$ cat src/rtl/unsigned_div_pkg.sv
// Shared types and constants for the sequential 2N/N unsigned restoring divider.
package unsigned_div_pkg;

  typedef enum logic [1:0] {
    IDLE = 2'd0,
    BUSY = 2'd1,
    DONE = 2'd2
  } div_state_e;

  localparam int DEF_N = 8;
  localparam int CNT_W = $clog2(2 * DEF_N);

  // Quotient reported when the divisor is zero (all ones at the default width)
  localparam logic [2*DEF_N-1:0] DBZ_QUOT = '1;

  function automatic int cnt_w(input int n);
    return $clog2(2 * n);
  endfunction

endpackage

$ cat src/rtl/unsigned_div_step.sv
// One restoring-division step: shift in the next dividend bit, trial-subtract the divisor.
module unsigned_div_step #(
  parameter int N = 8
) (
  input  logic [N-1:0] rem_in,
  input  logic         msb_in,
  input  logic [N-1:0] div,
  output logic [N-1:0] rem_out,
  output logic         qbit
);

  logic [N:0] t;
  logic       ge;

  always_comb begin
    t       = {rem_in, msb_in};
    ge      = (t >= {1'b0, div});
    qbit    = ge;
    // After a failed trial t < div, so it always fits back into N bits
    rem_out = ge ? N'(t - {1'b0, div}) : t[N-1:0];
  end

endmodule

$ cat src/rtl/unsigned_divider_16by8_seq.sv
// Sequential unsigned divider: 2N-bit dividend by N-bit divisor, one quotient bit per clock,
// valid/ready on both sides, results held in DONE until taken.
module unsigned_divider_16by8_seq
  import unsigned_div_pkg::*;
#(
  parameter int N = 8
) (
  input  logic           clk,
  input  logic           rst,
  input  logic           in_valid,
  output logic           in_ready,
  input  logic [2*N-1:0] z,
  input  logic [N-1:0]   y,
  output logic           out_valid,
  input  logic           out_ready,
  output logic [2*N-1:0] q,
  output logic [N-1:0]   r,
  output logic           div_by_zero
);

  localparam int CW = cnt_w(N);
  localparam logic [CW-1:0]  LAST_STEP = CW'(2 * N - 1);
  localparam logic [2*N-1:0] ALL_ONES  = '1;

  div_state_e     state_q, state_d;
  logic [CW-1:0]  cnt_q, cnt_d;
  logic [2*N-1:0] qreg_q, qreg_d;
  logic [N-1:0]   div_q, div_d;
  logic [N-1:0]   rem_q, rem_d;
  logic           dbz_q, dbz_d;

  logic [N-1:0]   step_rem;
  logic           step_qbit;

  unsigned_div_step #(.N(N)) u_step (
    .rem_in  (rem_q),
    .msb_in  (qreg_q[2*N-1]),
    .div     (div_q),
    .rem_out (step_rem),
    .qbit    (step_qbit)
  );

  always_comb begin
    state_d = state_q;
    cnt_d   = cnt_q;
    qreg_d  = qreg_q;
    div_d   = div_q;
    rem_d   = rem_q;
    dbz_d   = dbz_q;
    unique case (state_q)
      IDLE: begin
        if (in_valid) begin
          qreg_d = z;
          div_d  = y;
          rem_d  = '0;
          cnt_d  = '0;
          dbz_d  = 1'b0;
          state_d = BUSY;
          if (y == '0) begin
            // Zero divisor skips the iteration and reports a saturated quotient
            qreg_d  = ALL_ONES;
            rem_d   = z[N-1:0];
            dbz_d   = 1'b1;
            state_d = DONE;
          end
        end
      end
      BUSY: begin
        qreg_d = {qreg_q[2*N-2:0], step_qbit};
        rem_d  = step_rem;
        cnt_d  = cnt_q + 1'b1;
        if (cnt_q == LAST_STEP) state_d = DONE;
      end
      DONE: begin
        if (out_ready) state_d = IDLE;
      end
      default: state_d = IDLE;
    endcase
  end

  always_ff @(posedge clk) begin
    if (rst) begin
      state_q <= IDLE;
      cnt_q   <= '0;
      qreg_q  <= '0;
      div_q   <= '0;
      rem_q   <= '0;
      dbz_q   <= 1'b0;
    end else begin
      state_q <= state_d;
      cnt_q   <= cnt_d;
      qreg_q  <= qreg_d;
      div_q   <= div_d;
      rem_q   <= rem_d;
      dbz_q   <= dbz_d;
    end
  end

  assign in_ready    = (state_q == IDLE);
  assign out_valid   = (state_q == DONE);
  assign q           = qreg_q;
  assign r           = rem_q;
  assign div_by_zero = dbz_q;

endmodule
$ cat config.mk
export PLATFORM = sky130hd
export DESIGN_NAME = unsigned_divider_16by8_seq
export DESIGN_NICKNAME = d
export VERILOG_FILES = /design/src/rtl/unsigned_div_pkg.sv /design/src/rtl/unsigned_div_step.sv /design/src/rtl/unsigned_divider_16by8_seq.sv
export SDC_FILE = /design/constraint.sdc
export NUM_CORES = 1
export LEC_CHECK = 0
export BUFFER_PORTS_ARGS = -buffer_cell sky130_fd_sc_hd__buf_2
export CAP_MARGIN = 40
export CORE_ASPECT_RATIO = 0.7
export CORE_MARGIN = 3
export CORE_UTILIZATION = 40
export CTS_BUF_LIST = sky130_fd_sc_hd__clkbuf_4 sky130_fd_sc_hd__clkbuf_8
export CTS_CLUSTER_SIZE = 14
export DETAILED_ROUTE_END_ITERATION = 6
export PLACE_DENSITY = 0.71
export SLEW_MARGIN = 30
export SYNTH_ARGS = -nofsm -noshare
export SYNTH_HDL_FRONTEND = slang
export SYNTH_SLANG_ARGS = --single-unit
export TNS_END_PERCENT = 50
$ cat constraint.sdc
create_clock -name clk -period 2.1 [get_ports clk]
set_input_delay 0.21 -clock clk [delete_from_list [all_inputs] [get_ports clk]]
set_output_delay 0.21 -clock clk [all_outputs]
set_load 0.05 [all_outputs]
# == After elaboration in Yosys (flattened, before gate mapping) ==
# Index checks and enable logic that the tools add are counted.
# totals
register_bits,39
latchBits,0
mem_bits_rw,0
romBits,0
output_inout_bits,27
mem_count,0
# op_classes
add_sub_neg,2
mul,0
div,0
n_lt_le_gt_ge,1
eq_ne,6
shift,0
mux,15
n_bitwise,0
reduce_logical,6
# op_table
cell,n
16-bit two-way mux,2
16-bit one-hot mux with 2 select lines,1
8-bit two-way mux,3
8-bit one-hot mux with 2 select lines,1
9-bit by 8-bit greater-or-equal comparator with 1-bit output,1
8-bit logical NOT,1
2-bit two-way mux,4
4-bit one-hot mux with 2 select lines,1
8-bit subtractor,1
2-bit one-hot mux with 3 select lines,1
4-bit by 1-bit adder with 4-bit output (second input constant),1
4-bit equality test (second input constant),1
4-bit two-way mux,1
2-bit != test (second input constant),2
2-bit AND reduction,2
3-bit AND reduction,1
2-bit by 1-bit equality test with 1-bit output (second input constant),1
2-bit equality test (second input constant),1
2-bit logical NOT,1
2-bit by 1-bit != test with 1-bit output (second input constant),1
2-bit nonzero test,1
1-bit two-way mux,1

# == Logic depth before layout (Yosys ltp) ==
# logic_depth
word_depth,4
ltp_mapped,8
ltp_nobuf,8

# == Cells and area by module ==
# From an unflattened synthesis, not the netlist that was laid out.
# hier_totals
hier_cells,286
area_unflattened_um2,2477.4
# by_module_without_submodules
module,instances,cells_each,area_each_um2,seq_area_each_um2
unsigned_divider_16by8_seq,1,220,1938.1,780.7
unsigned_div_step,1,66,539.3,0.0

# == Worst setup path before layout ==
# OpenSTA, ideal clock, no wires.
# synth_timing
path_kind,register to register
from,register rem_q[0] (netlist: r[0])
to,register rem_q[4] (netlist: r[4])
arrival_time_ns,2.129
setup_slack_ns,-0.112
path_stages_with_launch,8
path_buffers,0
synth_period_minus_slack_ns,2.212
cell_sequence,dfxtp_1 -> inv_1 -> fa_1 -> nand2b_1 -> a21oi_1 -> nor2_1 -> or4_1 -> o221ai_1
# synth_between
elab_chain_len,3
elab_cells_between_ends,4
# synth_rtl
element,line_no,text
from (decl),unsigned_divider_16by8_seq.sv:29,"logic [N-1:0] rem_q, rem_d;"
from (signal assigned),unsigned_divider_16by8_seq.sv:94,rem_q <= rem_d;
8-bit subtractor or 9-bit by 8-bit greater-or-equal comparator with 1-bit output (tied branches),"unsigned_div_step.sv:20, unsigned_div_step.sv:17",
8-bit two-way mux *,unsigned_div_step.sv:20,"rem_out = ge ? N'(t - {1'b0, div}) : t[N-1:0];"
8-bit one-hot mux with 2 select lines *,unsigned_divider_16by8_seq.sv:50,unique case (state_q)
# Every way passes the cells marked *; elsewhere a longest branch is shown, timed or not.
# A chain may end at the register's enable or synchronous reset.

# == Worst setup path in the final report ==
# layout_timing
from,register div_q[1]
to,register rem_q[5] (netlist: r[5])
# layout_between
elab_chain_len,3
elab_cells_between_ends,4
# layout_rtl
element,line_no,text
from (decl),unsigned_divider_16by8_seq.sv:28,"logic [N-1:0] div_q, div_d;"
from (signal assigned),unsigned_divider_16by8_seq.sv:93,div_q <= div_d;
8-bit subtractor or 9-bit by 8-bit greater-or-equal comparator with 1-bit output (tied branches),"unsigned_div_step.sv:20, unsigned_div_step.sv:17",
8-bit two-way mux *,unsigned_div_step.sv:20,
8-bit one-hot mux with 2 select lines *,unsigned_divider_16by8_seq.sv:50,
# Marks and branches as above.

==> metrics.md <==
| Metric | Value |
|---|---|
| Initial Utilization | `42.9%` |
| Die Span X | `97.4 um` |
| Core Area | `5450 sq um` |
| PnR Total Power | `2.77 mW` |
| Final net count | `393` |
| Port-buffer cells | `54` |
| Seq cells post-synth | `39` |
| Post-CTS Setup Inserts | `0` |
| Status | `finished clean` |
| Synthesized area per cell | `7.69 sq um` |
| DR WL met3 | `470 um` |
| Die extent in y | `70.0 um` |
| Final worst slack | `0.166 ns` |
| FMAX | `0.517 GHz` |
| Final period util | `92.1%` |
| Post-synth top area share | `33.4%` |
| Die area | `6810 sq um` |
| Yosys Warn Count | `0` |
| Site Rows | `22` |
| Final Hold Viols | `0` |
| Min-delay worst type | `input port to flip-flop` |
| Iter 0 DRT Violations | `210` |
| Syn Inst Count | `304` |
| Vias | `2428` |
| I/O pin total | `55` |
| Register cell area after layout | `785 sq um` |
| Routed vias/inst | `5.69` |
| Mapped Area | `2340 sq um` |
| Worst-Margin Slew | `0.620 ns` |
| WP data required | `2.29 ns` |
| Detail Route Antenna Nets | `0` |
| Fillcell total | `546` |
| Layout area overhead | `21.5%` |
| Final Wtd Congestion | `0.871` |
| CP Capture Type | `flip-flop` |
| Final setup viols | `0` |
| GRT Total Usage | `19.5%` |
| DRC viols | `0` |
| Clk_skew | `0.00895 ns` |
| Clock Tree Root | `clkbuf_8` |
| Seq/Total Area, Yosys | `33.4%` |
| Async S/R FF share, synth | `0%` |
| CTS HTree Levels | `2` |
| Post-Syn Nets | `342` |
| WP data arrival | `2.12 ns` |
| Synth area leader | `dfxtp_1` |
| Area of the multi-input gates | `1420 sq um` |
| Crit start category | `flip-flop` |
| Grt total ovfl | `0` |
| Clock latency on the worst-skew pair | `0.29 ns` |
| # clock sinks | `39` |
| Final min period | `1.93 ns` |
| First-pass GRT wire length | `11000 um` |
| Core Util, Final | `52.1%` |
| Cell variety after synth | `48` |
| Longest Clk Path Bufs | `2` |
| Cell count after placement | `419` |
| Ant diodes | `0` |
| Peak VDD IR | `0.000385 V` |
| Slew HR | `58.6%` |
| Average wire per standard cell | `15.7 um` |
| Routed wire length | `6720 um` |
| CTS clk-pin slew, worst paths | `0.08 ns` |
| PwrDens | `975 nW/um^2` |
| DRT Pass-1 Iters | `4` |
| Crit Path Category | `flip-flop to flip-flop` |
| Largest net degree at the start of global routing | `49` |
| Static leakage | `1.18 nW` |
| Worst-path maximum fanout | `5` |
| Most frequent cells after synthesis | `nand2_1 (57), dfxtp_1 (39), a21oi_1 (28)` |
| Top Metal Used | `met4` |
| Initial antenna violation count | `0` |
| Met1 WL | `3280 um` |
| Slew Limit Fails | `0` |
| Unrepaired setup endpoints after global routing | `false` |
| Top post-synthesis cells by area | `dfxtp_1 (33%), nand2_1 (9.2%), a21oi_1 (6.0%), ha_1 (4.8%), o221ai_1 (4.1%)` |
| CTS tree | `done` |
| Setup WS pre-CTS | `0.0692 ns` |
| Share of layout cells above drive strength 1 | `24.5%` |
| Metal2 WL | `2930 um` |
| Post-synth EDFFs | `0` |
| Hpwl dp | `4990 um` |
| Total CTS buffers | `5` |
| Synth Flop Type | `dfxtp_1` |
| Final setup TNS | `0 ns` |
| Vias in the first global route | `2208` |
| Non-Filler Instances | `427` |
| Max-cap violations | `0` |
| Most numerous cell in the Yosys netlist | `nand2_1` |
[layout by cell type, fill, tap and decap left out, types with 2 or more instances in the layout]
master | synthesis | final
nor2_1 | 19 | 18
a2bb2oi_1 | 5 | 5
a311oi_1 | 8 | 8
nand2_1 | 57 | 57
ha_1 | 9 | 9
nor4_2 | 2 | 2
dfxtp_1 | 39 | 36
dfxtp_2 | 0 | 3
a21oi_1 | 28 | 28
buf_4 | 2 | 9
o211ai_1 | 3 | 3
nor3_1 | 13 | 13
nand2b_1 | 5 | 4
inv_1 | 11 | 11
a21o_1 | 4 | 4
nor2b_1 | 5 | 5
a211oi_1 | 4 | 4
o21bai_1 | 3 | 3
a31oi_1 | 7 | 7
and2_1 | 4 | 4
o221ai_1 | 11 | 11
nor3b_1 | 3 | 3
o21a_1 | 2 | 2
clkbuf_8 | 0 | 5
or3_1 | 3 | 3
o21ai_0 | 6 | 6
buf_12 | 0 | 3
buf_2 | 8 | 54
nand3_1 | 13 | 13
[cell type report]
class / instances / area share (%)
tap: 72 / 3.17
clock inverter: 1 / 1.06
clock buffer: 6 / 2.69
timing repair buffer: 66 / 14.0
inverter: 11 / 1.45
sequential: 39 / 27.6
multi-input combinational: 232 / 50.0
[sequential cells by signal, indices dropped and copies added (netlist names)]
name	cells
cnt_q	4
div_by_zero	1
div_q	8
q	16
r	8
state_q	2
[worst paths after layout]
path               start     endpoint  slack, ns  cells after the start
max             div_q[1]         r[5]       0.17                      7
min                 y[1]     div_q[1]       0.17                      3
max reg2reg     div_q[1]         r[5]       0.17                      7
min reg2reg  div_by_zero  div_by_zero       0.46                      2
[what timing repair did]
| action | 4_1_cts | 5_1_grt |
|---|---|---|
| setup endpoints to repair | 0 | 6 |
| hold buffers | 0 | 0 |
| resized for setup | 0 | 4 |
[through the flow]
step / hold WS (ns) / cell area (sq um)
6_report: 0.173 / 2840
3_3_place_gp: 0.445 / 2700
4_1_cts: 0.167 / 2810
3_5_place_dp: 0.449 / 2700
2_1_floorplan: 0.346 / 2340
5_1_grt: 0.177 / 2840
[report_power, final]
group,switching [mW],total (mW),internal [mW]
clock,0.260,0.622,0.361
combinational,0.817,1.24,0.423
sequential,0.0771,0.906,0.829
total,1.15,2.77,1.61
[kinds of logic (layout without fill, tap and decap cells)]
logic type	count (synthesis)	count (layout)	synth area share, %
AND/OR/NAND/NOR	130	130	26.3
AO/OA/AOI/OAI	92	92	28.2
flip-flops	39	39	33.4
buffers and inverters	33	84	6.42
adder cells (fa/ha/maj)	10	10	5.67
[per-layer routing]
| layer | track usage (%) | vias to the layer above |
|---|---|---|
| met5 | 0 | - |
| met4 | 3.23 | 0 |
| met3 | 4.69 | 4 |
| met2 | 28.5 | 64 |
| met1 | 29.4 | 1144 |
| li1 | - | 1216 |
[worst max-delay path: stages (launching register included)]
cell,delay (ns)
dfxtp_1,0.40
inv_1,0.07
ha_1,0.30
nand2_1,0.05
o21ai_1,0.32
a311o_1,0.35
o211ai_1,0.12
a211oi_1,0.22
Power figures use the tool's default switching activity.
